<file path="src/rtl/lfsr_decrypt_if.sv">
// -----------------------------------------------------------------------------
// lfsr_decrypt_if
// Shared dat_mem port bundle between the LFSR decryptor and the data memory.
//   raddr    : read address (memory answers combinationally on data_out)
//   data_out : read data returned by the memory
//   write_en : write strobe, memory writes on the rising clock edge
//   waddr    : write address
//   data_in  : write data
// master = decryptor side, slave = memory side.
// -----------------------------------------------------------------------------
interface lfsr_decrypt_if;
  logic [7:0] raddr;
  logic [7:0] data_out;
  logic       write_en;
  logic [7:0] waddr;
  logic [7:0] data_in;

  modport master (
    output raddr,
    output write_en,
    output waddr,
    output data_in,
    input  data_out
  );

  modport slave (
    input  raddr,
    input  write_en,
    input  waddr,
    input  data_in,
    output data_out
  );
endinterface

</file>
<file path="src/rtl/lfsr_decrypt.sv">
// -----------------------------------------------------------------------------
// lfsr_decrypt
// Decryptor for the 6-bit LFSR stream cipher. Reads CT_LEN ciphertext bytes
// starting at CT_BASE, recovers the LFSR seed from the known preamble byte,
// searches six candidate feedback tap patterns for the one that reproduces
// PRE_MIN preamble bytes, then decrypts, strips the leading preamble and
// writes the plaintext to PT_BASE onward.
// Ports:
//   clk      : clock, all state on posedge
//   init_n   : asynchronous active-low reset
//   start    : one-cycle start pulse, honoured only in IDLE/DONE/FAIL
//   mem      : dat_mem bundle (raddr/data_out/write_en/waddr/data_in)
//   taps_sel : tap pattern found (valid when done)
//   pre_len  : number of preamble bytes stripped (valid when done)
//   busy     : high while seeding, searching taps or decoding
//   done     : high in DONE and FAIL until the next accepted start
//   err      : high in FAIL (no candidate matched)
// -----------------------------------------------------------------------------
module lfsr_decrypt #(
  parameter logic [7:0]  CT_BASE  = 8'd64,
  parameter int          CT_LEN   = 64,
  parameter logic [7:0]  PT_BASE  = 8'd0,
  parameter logic [7:0]  PRE_CHAR = 8'h5F,
  parameter int          PRE_MIN  = 7,
  // Six packed 6-bit candidates, index 0 in [5:0]: 21,2D,30,33,36,39
  parameter logic [35:0] TAPS     = 36'hE76CF0B61
) (
  input  logic                  clk,
  input  logic                  init_n,
  input  logic                  start,
  lfsr_decrypt_if.master        mem,
  output logic [5:0]            taps_sel,
  output logic [7:0]            pre_len,
  output logic                  busy,
  output logic                  done,
  output logic                  err
);

  localparam logic [2:0] IDLE   = 3'd0;
  localparam logic [2:0] SEED   = 3'd1;
  localparam logic [2:0] TRY    = 3'd2;
  localparam logic [2:0] DECODE = 3'd3;
  localparam logic [2:0] DONE   = 3'd4;
  localparam logic [2:0] FAIL   = 3'd5;

  localparam logic [2:0] K_LAST   = 3'd5;
  localparam logic [7:0] PRE_LAST = 8'(PRE_MIN - 1);
  localparam logic [7:0] CT_LAST  = 8'(CT_LEN - 1);

  function automatic logic [5:0] lfsr_step(input logic [5:0] s, input logic [5:0] tap);
    return {s[4:0], ^(s & tap)};
  endfunction

  function automatic logic [5:0] tap_at(input logic [2:0] k);
    return 6'(TAPS >> (6 * int'(k)));
  endfunction

  logic [2:0] state_q, state_d;
  logic [5:0] seed_q, seed_d;
  logic [5:0] s_q, s_d;
  logic [2:0] k_q, k_d;
  logic [7:0] cnt_q, cnt_d;
  logic [7:0] i_q, i_d;
  logic [7:0] j_q, j_d;
  logic       pre_q, pre_d;
  logic [5:0] taps_q, taps_d;
  logic [7:0] pre_len_q, pre_len_d;

  logic [5:0] cand;
  logic [5:0] nxt;
  logic [5:0] seed_rd;
  logic [7:0] plain;

  always_comb begin
    state_d   = state_q;
    seed_d    = seed_q;
    s_d       = s_q;
    k_d       = k_q;
    cnt_d     = cnt_q;
    i_d       = i_q;
    j_d       = j_q;
    pre_d     = pre_q;
    taps_d    = taps_q;
    pre_len_d = pre_len_q;

    mem.raddr    = CT_BASE;
    mem.write_en = 1'b0;
    mem.waddr    = CT_BASE;
    mem.data_in  = 8'h00;

    cand    = tap_at(k_q);
    nxt     = lfsr_step(s_q, cand);
    seed_rd = mem.data_out[5:0] ^ PRE_CHAR[5:0];
    plain   = mem.data_out ^ {2'b00, s_q};

    case (state_q)
      IDLE, DONE, FAIL: begin
        if (start) begin
          state_d   = SEED;
          pre_len_d = 8'd0;
        end
      end

      // Byte 0 is a preamble byte, so it directly exposes the seed.
      SEED: begin
        seed_d  = seed_rd;
        s_d     = seed_rd;
        k_d     = 3'd0;
        cnt_d   = 8'd1;
        state_d = TRY;
      end

      // Walk candidate k forward; the first mismatch moves to the next candidate.
      TRY: begin
        mem.raddr = CT_BASE + cnt_q;
        if (mem.data_out == ({2'b00, nxt} ^ PRE_CHAR)) begin
          if (cnt_q == PRE_LAST) begin
            taps_d  = cand;
            s_d     = seed_q;
            i_d     = 8'd0;
            j_d     = 8'd0;
            pre_d   = 1'b1;
            state_d = DECODE;
          end else begin
            s_d   = nxt;
            cnt_d = cnt_q + 8'd1;
          end
        end else if (k_q != K_LAST) begin
          k_d   = k_q + 3'd1;
          s_d   = seed_q;
          cnt_d = 8'd1;
        end else begin
          state_d = FAIL;
        end
      end

      // Only the leading run of preamble bytes is dropped; once a real byte
      // has been written, later '_' characters are ordinary plaintext.
      DECODE: begin
        mem.raddr = CT_BASE + i_q;
        if (pre_q && (plain == PRE_CHAR)) begin
          pre_len_d = pre_len_q + 8'd1;
        end else begin
          mem.write_en = 1'b1;
          mem.waddr    = PT_BASE + j_q;
          mem.data_in  = plain;
          j_d          = j_q + 8'd1;
          pre_d        = 1'b0;
        end
        s_d = lfsr_step(s_q, taps_q);
        i_d = i_q + 8'd1;
        if (i_q == CT_LAST) state_d = DONE;
      end

      default: state_d = IDLE;
    endcase
  end

  always_ff @(posedge clk or negedge init_n) begin
    if (!init_n) begin
      state_q   <= IDLE;
      seed_q    <= 6'd0;
      s_q       <= 6'd0;
      k_q       <= 3'd0;
      cnt_q     <= 8'd0;
      i_q       <= 8'd0;
      j_q       <= 8'd0;
      pre_q     <= 1'b0;
      taps_q    <= 6'd0;
      pre_len_q <= 8'd0;
    end else begin
      state_q   <= state_d;
      seed_q    <= seed_d;
      s_q       <= s_d;
      k_q       <= k_d;
      cnt_q     <= cnt_d;
      i_q       <= i_d;
      j_q       <= j_d;
      pre_q     <= pre_d;
      taps_q    <= taps_d;
      pre_len_q <= pre_len_d;
    end
  end

  assign taps_sel = taps_q;
  assign pre_len  = pre_len_q;
  assign busy     = (state_q == SEED) || (state_q == TRY) || (state_q == DECODE);
  assign done     = (state_q == DONE) || (state_q == FAIL);
  assign err      = (state_q == FAIL);

endmodule

</file>
<file path="src/flat_wrapper.sv">
// flat-port wrapper written by rule: the top's interface ports become plain ports
module lfsr_decrypt_flat 
#(
  parameter logic [7:0]  CT_BASE  = 8'd64,
  parameter int          CT_LEN   = 64,
  parameter logic [7:0]  PT_BASE  = 8'd0,
  parameter logic [7:0]  PRE_CHAR = 8'h5F,
  parameter int          PRE_MIN  = 7,
                                                                     
  parameter logic [35:0] TAPS     = 36'hE76CF0B61
)
  (clk, init_n, start, taps_sel, pre_len, busy, done, err, mem_raddr, mem_write_en, mem_waddr, mem_data_in, mem_data_out);
  lfsr_decrypt_if mem_i ();
  input  logic clk;
  input  logic init_n;
  input  logic start;
  output logic [5:0] taps_sel;
  output logic [7:0] pre_len;
  output logic busy;
  output logic done;
  output logic err;
  output wire logic [$bits(mem_i.raddr)-1:0] mem_raddr;
  output wire logic [$bits(mem_i.write_en)-1:0] mem_write_en;
  output wire logic [$bits(mem_i.waddr)-1:0] mem_waddr;
  output wire logic [$bits(mem_i.data_in)-1:0] mem_data_in;
  input wire logic [$bits(mem_i.data_out)-1:0] mem_data_out;
  assign mem_raddr = mem_i.raddr;
  assign mem_write_en = mem_i.write_en;
  assign mem_waddr = mem_i.waddr;
  assign mem_data_in = mem_i.data_in;
  assign mem_i.data_out = mem_data_out;
  lfsr_decrypt #(.CT_BASE(CT_BASE), .CT_LEN(CT_LEN), .PT_BASE(PT_BASE), .PRE_CHAR(PRE_CHAR), .PRE_MIN(PRE_MIN), .TAPS(TAPS)) u_core (.clk(clk), .init_n(init_n), .start(start), .mem(mem_i), .taps_sel(taps_sel), .pre_len(pre_len), .busy(busy), .done(done), .err(err));
endmodule
</file>
<file path="config.mk">
export PLATFORM = sky130hd
export DESIGN_NAME = lfsr_decrypt_flat
export DESIGN_NICKNAME = d
export VERILOG_FILES = /design/src/rtl/lfsr_decrypt_if.sv /design/src/rtl/lfsr_decrypt.sv /design/src/flat_wrapper.sv
export SDC_FILE = /design/constraint.sdc
export NUM_CORES = 1
export LEC_CHECK = 0
export ABC_AREA = 1
export CAP_MARGIN = 15
export CORE_ASPECT_RATIO = 1.2
export CORE_MARGIN = 2
export CORE_UTILIZATION = 55
export DETAILED_ROUTE_END_ITERATION = 6
export GPL_ROUTABILITY_DRIVEN = 0
export PLACE_DENSITY = 0.81
export REMOVE_ABC_BUFFERS = 1
export SYNTH_ARGS = -nofsm -noshare
export SYNTH_HDL_FRONTEND = slang
export SYNTH_SLANG_ARGS = --single-unit
</file>
<file path="constraint.sdc">
create_clock -name clk -period 2.3 [get_ports clk]
set_input_delay 0.46 -clock clk [delete_from_list [all_inputs] [get_ports clk]]
set_output_delay 0.46 -clock clk [all_outputs]
set_load 0.1 [all_outputs]
</file>
==> results of run 1 <==
==> cells in the mapped netlist (8+ instances only) <==
| master | instances | area, um^2 |
|---|---|---|
| ha_1 | 11 | 137.6 |
| nand2_2 | 16 | 100.1 |
| nor2_1 | 51 | 191.4 |
| nand3_1 | 40 | 200.2 |
| dfrtp_1 | 57 | 1426 |
| nor3_1 | 9 | 45.04 |
| nand2_1 | 129 | 484.2 |
| a21oi_1 | 14 | 70.07 |
| inv_1 | 65 | 244.0 |
| o22ai_1 | 8 | 50.05 |
| o21ai_0 | 27 | 135.1 |
| nand4_1 | 19 | 118.9 |
| xor2_1 | 20 | 175.2 |
| xnor2_1 | 10 | 87.58 |
==> worst max-delay path by stage <==
stage | start | to | slack, ns | depth (start not counted)
global route | u_core.k_q[1] | u_core.state_q[2] | -0.33 | 17
detailed placement | mem_data_out[5] | mem_waddr[0] | -0.24 | 8
finish | u_core.k_q[1] | u_core.state_q[2] | -0.16 | 16
CTS | u_core.state_q[1] | mem_raddr[7] | -0.04 | 10
global placement | mem_data_out[5] | mem_waddr[7] | -0.21 | 8
floorplan | u_core.state_q[0] | mem_raddr[1] | -1.60 | 4
==> power by group <==
part / switching [mW] / internal (mW) / leakage [nW]
Sequential: 0.293 / 1.28 / 0.740
Clock: 0.425 / 0.611 / 0.112
Combinational: 3.29 / 1.72 / 1.98
Total: 4.01 / 3.61 / 2.83
==> layer usage <==
metal | GRT usage [%] | vias to the layer above | part of all wire, %
li1 | - | 1985 | -
met1 | 37.16 | 2237 | 32
met2 | 56.39 | 440 | 49
met3 | 6.747 | 166 | 9.6
met4 | 22.31 | 0 | 8.5
met5 | 0 | - | 0
==> area by class of cell <==
type,instances,share of cell area (%)
inverters,72,4.929
multi-input cells,400,44.09
flip-flops and latches,57,23.79
clock buffers,13,2.974
clock inverters,2,0.5824
repair buffers,120,21.76
well taps,90,1.872
==> critical path, stage by stage, from the launching register on <==
cell     delay [ns]
dfrtp_2        0.45
buf_6          0.15
ha_2           0.17
nand2_2        0.10
nand2_2        0.08
nor2_2         0.11
nand2_1        0.07
nand2_2        0.11
inv_2          0.05
nand2_4        0.08
nand3_2        0.14
nand2_4        0.14
buf_6          0.11
nand4_1        0.25
nand3_2        0.24
nand2_2        0.08
nand2_1        0.07
==> repair_timing <==
action	in CTS	in global routing
gates resized for setup	65	72
cloned	2	1
setup endpoints to repair	38	66
pin swaps	13	28
buffers inserted	12	9
==> sequential cells by signal (all words and copies together), names as in the netlist, 3 cells and up <==
name and cells:
u_core.s_q 6, u_core.state_q 3, u_core.j_q 8, u_core.seed_q 6, u_core.taps_sel 6, u_core.pre_len 8, u_core.cnt_q 8, u_core.k_q 3
u_core.i_q 8
==> stage by stage <==
step / cell area (um^2) / setup WS (ns) / util, % / cells / hold slack [ns]
after floorplan: 3915 / -1.595 / - / 527 / 0.1644
after global placement: 5134 / -0.2087 / 71.41 / 715 / 0.4708
after detailed placement: 5134 / -0.2414 / 71.41 / 715 / 0.4721
after CTS: 5650 / -0.03764 / 78.59 / 744 / 0.1037
after global routing: 6016 / -0.3302 / 83.68 / 754 / 0.1444
final: 6016 / -0.1642 / 83.68 / 754 / 0.1046
==> cell families (layout without fill, tap and decap cells) <==
family / count (synthesis) / in the layout
AOI/OAI and AO/OA: 65 / 65
xor gates and xnor gates: 30 / 30
adders and majority gates: 11 / 11
buffers and inverters: 91 / 207
DFF: 57 / 57
and+or+nand+nor: 292 / 294
==> out/metrics.yaml, run 1 <==
run_status:
  outcome: "complete, but fails checks"
  violations: "design-rule violations, negative setup slack"
critical_path:
  reg2reg_to: "u_core.state_q[2]"
  reg2reg_depth: 16
  crit_arrival_ns: 2.75
  reg2reg_from: "u_core.k_q[1]"
  startpoint_type: "flip-flop"
  r2r_slack_ns: -0.16
  path_class: "reg2reg"
  cp_max_fo: 4
  endpoint_kind: "flip-flop"
  required_ns: 2.59
logic_synthesis:
  synth-async-reset-ratio_pct: 100.0
  synthXorXnorAreaFrac_pct: 6.485
  synth-compound-area-share_pct: 9.450
  yosysSeqAreaShare_pct: 35.21
  muxShareOfSynthArea_pct: 0
  syn-cell-area_mm2: 0.004051
  synth_edf_count: 0
  synthCells: 546
  synth_cell_types: 39
  synth_adder_area_share_pct: 3.397
  yosys_warnings: 0
  ys_ff_latch: 57
  synth_top_family_by_area: "simple AND/OR/NAND/NOR gates"
  synth-simple-area-share_pct: 35.30
  synth_flop_cell: "dfrtp_1"
  syn_avg_cell_area_um2: 7.420
routing:
  routed_wl_um: 15670
  wire_per_inst_um: 20.78
  drt_iter0_drc: 709
  drcViolationCount: 3
  drt-pass1-iter-count: 7
  vias: 4828
  viasPerCell: 6.403
  postRouteAntennaNets: 0
layout:
  n_antenna_cell: 0
  multi_input_area_mm2: 0.002653
  final_common_cell: "nand2_1"
  nets: 682
  area_delta_synth_final_pct: 48.49
  seq_area_mm2: 0.001431
  final_cell_mix: "nand2_1, buf_4, inv_1, dfrtp_1, nor2_1"
  fillCellCount: 346
  drive_gt1_share_pct: 38.25
die:
  start_util_pct: 56.35
  coreArea_mm2: 0.007189
  dieHeight_um: 98.02
  dieArea_mm2: 0.008072
  die_width_um: 82.35
  fp-row-count: 34
  ioPinCount: 53
sta:
  worst_slack_ns: -0.1642
  period_minus_slack_ns: 2.464
  fin_crit_sh_pct: 107.1
  tightestPinTransition_ns: 0.6050
  setup_tns_ns: -1.206
  relSlewSlack_pct: 59.67
  grt_setup_unrepaired: "yes"
  finalSetupViolCount: 27
  skew_ns: 0.01027
  final-max-slew-violation-count: 0
  final-hold-violation-count: 0
  max_freq_mhz: 405.8
cts:
  cts_made_buffers: 9
  clock_latency_ns: 0.35
  cts.path.max_buffers: 2
  ctsHoldBuffers: 0
  path_clk_slew_ns: 0.07
  cts_max_level: 3
  cts-root-buf: "clkbuf_8"
  clock-sinks: 57
  cts_tree: "yes"
run:
  maxCapViolCount: 0
global_route:
  grt_start_max_net_pins: 24
  antenna_found_initial: 0
  grt_pass1_wl_um: 20840
  grt_usage_pct: 33.56
  gr-total-overflow: 0
  first_global_vias: 4464
power:
  power_leakage_nw: 2.832
  peakVddDrop_uv: 750.4
  powerDensity_mw_per_mm2: 1267
  power.total_mw: 7.622
min_path:
  hold_path_class: "in2async"
placed_design:
  port_buffers: 52
  hpwl_um: 8050
(Power assumes the default switching activity.)
==> run 2, diff against run 1 <==
CORE_MARGIN = 10   (was 2)
SKIP_LAST_GASP = 1   (was default)
==> run 2 against run 1 <==
The run still ends with design-rule violations, negative setup slack left. Critical path depth did not move. Fmax fell by 0.24%. Core utilization fell by 0.61 points. Worst setup slack got worse by 0.0059 ns. Cell count rose by 1.1%. Highest routed layer unchanged. Combinational power barely moved. Die area rose by 39%. Clock skew rose by 0.0055 ns. Via count fell by 3.1%. Sequential cell count did not move. Global-route usage fell by 9.6 points.
==> out/metrics.yaml, run 2 (synthesis gave the netlist of run 1 again) <==
critical_path:
  crit_arrival_ns: 2.70
  cp_slowest_cell: "dfrtp_2"
  crit_chain: "inv_4, ha_4, nand2_1, inv_2, nand3_2, nand3_4, nand2_4, nand2_4, nand2_4, nand2_2, nand3_4, buf_4, nand3_1, nand3_1, nand2_1, nand2_1"
  reg2reg_depth: 16
  cp_max_fo: 6
  required_ns: 2.53
  endpoint_kind: "flip-flop"
  startpoint_type: "flip-flop"
  path_class: "reg2reg"
  cp_slowest_stage_delay_ns: 0.47
die:
  start_util_pct: 56.02
  dieHeight_um: 114.0
  ioPinCount: 53
  fp-row-count: 34
  dieArea_mm2: 0.01121
  die_width_um: 98.35
  coreArea_mm2: 0.007232
layout:
  final_common_cell: "nand2_1"
  final_cell_mix: "nand2_1, buf_4, inv_1, dfrtp_1, nor2_1"
  drive_gt1_share_pct: 37.37
  area_delta_synth_final_pct: 48.27
  fillCellCount: 376
  fin_cells: 762
  nets: 686
sta:
  fin_crit_sh_pct: 107.4
  finalSetupViolCount: 36
  relSlewSlack_pct: 66.07
  final-hold-violation-count: 0
  period_minus_slack_ns: 2.470
  grt_setup_unrepaired: "yes"
  skew_ns: 0.01573
  max_freq_mhz: 404.8
  worst_slack_ns: -0.1701
  final-max-slew-violation-count: 0
  tightestPinTransition_ns: 0.5050
cts:
  cts_tree: "yes"
  cts.path.max_buffers: 2
  cts_max_level: 3
  clock_latency_ns: 0.36
  clock-sinks: 57
  cts-root-buf: "clkbuf_8"
  path_clk_slew_ns: 0.08
  cts_made_buffers: 9
  ctsHoldBuffers: 0
global_route:
  antenna_found_initial: 2
  gr-total-overflow: 0
  grt_pass1_wl_um: 22250
  first_global_vias: 4517
  grt_start_max_net_pins: 35
  grt_usage_pct: 23.94
run_status:
  violations: "design-rule violations, negative setup slack"
  outcome: "complete, but fails checks"
placed_design:
  hpwl_um: 8416
  dp.cells: 714
  dpl_worst_slack_ns: -0.3990
  port_buffers: 52
power:
  powerDensity_mw_per_mm2: 1273
  power_leakage_nw: 2.845
  peakVddDrop_uv: 923.0
run:
  maxCapViolCount: 0
min_path:
  hold_path_class: "in2async"
routing:
  postRouteAntennaNets: 0
  viasPerCell: 6.139
  vias: 4678
  drcViolationCount: 1
  wire_per_inst_um: 20.51
  drt_iter0_drc: 547
  routed_wl_um: 15630
  drt-pass1-iter-count: 7
[run 2: per-stage QoR]
| stage | TNS (ns) | instance area (um^2) | utilization [%] | power [mW] | hold WS, ns |
|---|---|---|---|---|---|
| after floorplan | -17.49 | 3915 | - | 4.002 | 0.1644 |
| after detailed placement | -11.76 | 5139 | 71.06 | 5.345 | 0.4828 |
| after global placement | -9.899 | 5139 | 71.06 | 5.221 | 0.4754 |
| after global routing | -6.106 | 6007 | 83.06 | 7.937 | 0.1210 |
| final | -2.059 | 6007 | 83.06 | 7.645 | 0.08374 |
| after CTS | -0.5757 | 5694 | 78.74 | 6.802 | 0.1058 |
[run 2: path summary, 6_finish.rpt]
check | startpoint | slack, ns | end
max | u_core.k_q[1] | -0.17 | u_core.s_q[3]
min | init_n | 0.08 | u_core.i_q[5]
max reg2reg | u_core.k_q[1] | -0.17 | u_core.s_q[3]
min reg2reg | u_core.taps_sel[3] | 0.54 | u_core.taps_sel[3]
max in group asynchronous | init_n | 1.79 | u_core.state_q[2]
min in group clk | u_core.taps_sel[3] | 0.54 | u_core.taps_sel[3]
[run 2: area by class of cell]
class                      instances  area [um^2]  area share (%)
timing repair buffer             125         1351           22.50
antenna                            3        7.507          0.1250
tap                               90        112.6           1.875
multi-input combinational        399         2599           43.26
sequential                        57         1430           23.81
clock buffer                      10        127.6           2.125
inverter                          72        296.5           4.936
clock inverter                     6        82.58           1.375
[run 2: critical path: cells and delay by family, from the launching register on]
family / cells / cell delay, ns
simple gates: 12 / 1.28
flops: 1 / 0.47
buf+inv: 3 / 0.44
fa+ha+maj: 1 / 0.18
[run 2: power breakdown]
part	internal, mW	switching [mW]	leakage [nW]	total [mW]
registers	1.28	0.299	0.741	1.58
logic	1.80	3.21	2.00	5.01
clock network	0.605	0.454	0.106	1.06
total	3.68	3.96	2.85	7.65
[run 2: what timing repair did]
item,in CTS,in global routing
setup endpoints to repair,36,64
setup buffers,21,8
pin swaps,14,29
resized for setup,61,59
gates cloned,1,0
[run 2: routing by layer]
layer  vias to the layer above  share of wire [%]  global-route usage [%]
li1                       2005                  -                       -
met1                      2153                 32                   24.58
met2                       387                 50                   42.01
met3                       133                9.9                   5.626
met4                         0                8.2                   16.75
met5                         -                  0                       0
==> run 3, diff against run 2 <==
CORE_UTILIZATION = 56   (was 55)
PLACE_DENSITY = 0.82   (was 0.81)
==> run 3 against run 2 <==
The flow finishes with violations (negative setup slack). Clock skew is 0.0021 ns lower. Count of clock-buffer cells in the layout stayed put. Die area is 1.5% lower. Clock power is 4% higher. Core utilization is 3.4 points higher. Design area is 0.17% lower. Worst setup slack better by 0.042 ns. Hold slack better by 0.029 ns. Cell count is 2.0% lower. Via count is 2.4% lower.
==> out/metrics.yaml, run 3 (synthesis gave the netlist of run 1 again) <==
sta:
  skew_ns: 0.01360
  period_minus_slack_ns: 2.428
  tightestPinTransition_ns: 0.6344
  worst_slack_ns: -0.1282
  relSlewSlack_pct: 57.71
  final-max-slew-violation-count: 0
  grt_setup_unrepaired: "yes"
  max_freq_mhz: 411.8
  fin_crit_sh_pct: 105.6
  finalSetupViolCount: 34
  final-hold-violation-count: 0
die:
  fp-row-count: 33
  ioPinCount: 53
  dieArea_mm2: 0.01105
  coreArea_mm2: 0.006937
  start_util_pct: 58.41
  dieHeight_um: 113.2
  die_width_um: 97.65
global_route:
  antenna_found_initial: 0
  first_global_vias: 4366
  gr-total-overflow: 0
  grt_usage_pct: 22.85
  grt_start_max_net_pins: 32
  grt_pass1_wl_um: 21000
layout:
  n_antenna_cell: 0
  area_delta_synth_final_pct: 48.02
  final_common_cell: "nand2_1"
  drive_gt1_share_pct: 37.12
  final_cell_mix: "nand2_1, buf_4, inv_1, dfrtp_1, nor2_1"
  utilization_pct: 86.45
  fin_area_mm2: 0.005997
  nets: 677
  fin_cells: 747
critical_path:
  cp_slowest_stage_delay_ns: 0.43
  r2r_slack_ns: -0.04
  startpoint_type: "flip-flop"
  cp_slowest_cell: "dfrtp_1"
  crit_chain: "xor2_2, nand3_2, nor3_4, nand2_2, nand2_4, buf_8, nor2_2, buf_12"
  endpoint_kind: "output pin"
  required_ns: 1.84
  path_class: "reg2out"
  cp_max_fo: 6
  crit_arrival_ns: 1.97
min_path:
  hold_path_class: "in2async"
placed_design:
  dp.cells: 713
  hpwl_um: 8378
  port_buffers: 52
  postPlaceCellArea_mm2: 0.005162
cts:
  cts_max_level: 3
  cts_tree: "yes"
  cts.path.max_buffers: 2
  clock_latency_ns: 0.36
  cts-root-buf: "clkbuf_8"
  cts_made_buffers: 9
  path_clk_slew_ns: 0.08
  ctsHoldBuffers: 0
  clock-sinks: 57
routing:
  postRouteAntennaNets: 0
  viasPerCell: 6.110
  routed_wl_um: 15010
  drt_iter0_drc: 616
  drt-pass1-iter-count: 7
  wire_per_inst_um: 20.09
  vias: 4564
  drcViolationCount: 0
run:
  maxCapViolCount: 0
power:
  power_leakage_nw: 2.814
  power.total_mw: 7.559
  powerDensity_mw_per_mm2: 1260
  peakVddDrop_uv: 1227
run_status:
  outcome: "complete, but fails checks"
  violations: "negative setup slack"
[run 3: changes by cell type in the layout (fill, tap and decap cells not counted), moves of 4 or more]
| cell | delta |
|---|---|
| nand3_1 | -4 |
| nand3_2 | +6 |
| buf_4 | -14 |
| o21ai_1 | +5 |
| nor2_2 | -4 |
| nand2_4 | -4 |
[run 3: cell type report]
cell class	count	area [um^2]
Multi-Input combinational cell	399	2628
Clock buffer	10	137.6
Clock inverter	6	91.34
Timing Repair Buffer	116	1305
Sequential cell	57	1430
Tap cell	87	108.9
Inverter	72	296.5
Fill cell	340	939.7
[run 3: metal layers]
layer	up-vias	share of wire, %	GRT usage (%)
li1	1980	-	-
met1	2125	34	23.12
met2	348	51	41.55
met3	111	8.7	6.573
met4	0	6.0	12.04
met5	-	0	0
[run 3: power breakdown]
part | total, mW | internal (mW) | switching (mW)
Clock | 1.10 | 0.640 | 0.456
Combinational | 4.87 | 1.69 | 3.18
Sequential | 1.59 | 1.28 | 0.312
[run 3: critical path, delay by kind of cell, from the launching register on]
family	cells	cell delay, ns
flops	1	0.43
xor+xnor	1	0.24
buf+inv	2	0.31
simple gates	5	0.63
[run 3: per-stage QoR]
stage	setup WS (ns)	TNS [ns]	hold WS, ns
finish	-0.1282	-2.150	0.1123
floorplan	-1.595	-17.49	0.1644
CTS	-0.03289	-0.2880	0.1267
global placement	-0.2565	-7.020	0.4765
detailed placement	-0.3670	-11.68	0.4928
global route	-0.2238	-5.817	0.1437
[run 3: path summary, 6_finish.rpt]
check                                   start            end  cells past startpoint
worst max-delay path            u_core.s_q[3]   mem_waddr[3]                      8
worst min-delay path                   init_n  u_core.j_q[4]                      1
worst max register to register  u_core.k_q[1]  u_core.i_q[7]                     15
worst min register to register   u_core.pre_q   u_core.pre_q                      2
max in group asynchronous              init_n  u_core.k_q[0]                      2
min in group clk                 u_core.pre_q   u_core.pre_q                      2
[run 3: timing repair]
action | CTS | global route
setup buffers | 5 | 12
resized for setup | 63 | 67
endpoints found under the setup margin | 24 | 66
gates cloned | 1 | 0
pin swaps | 12 | 25
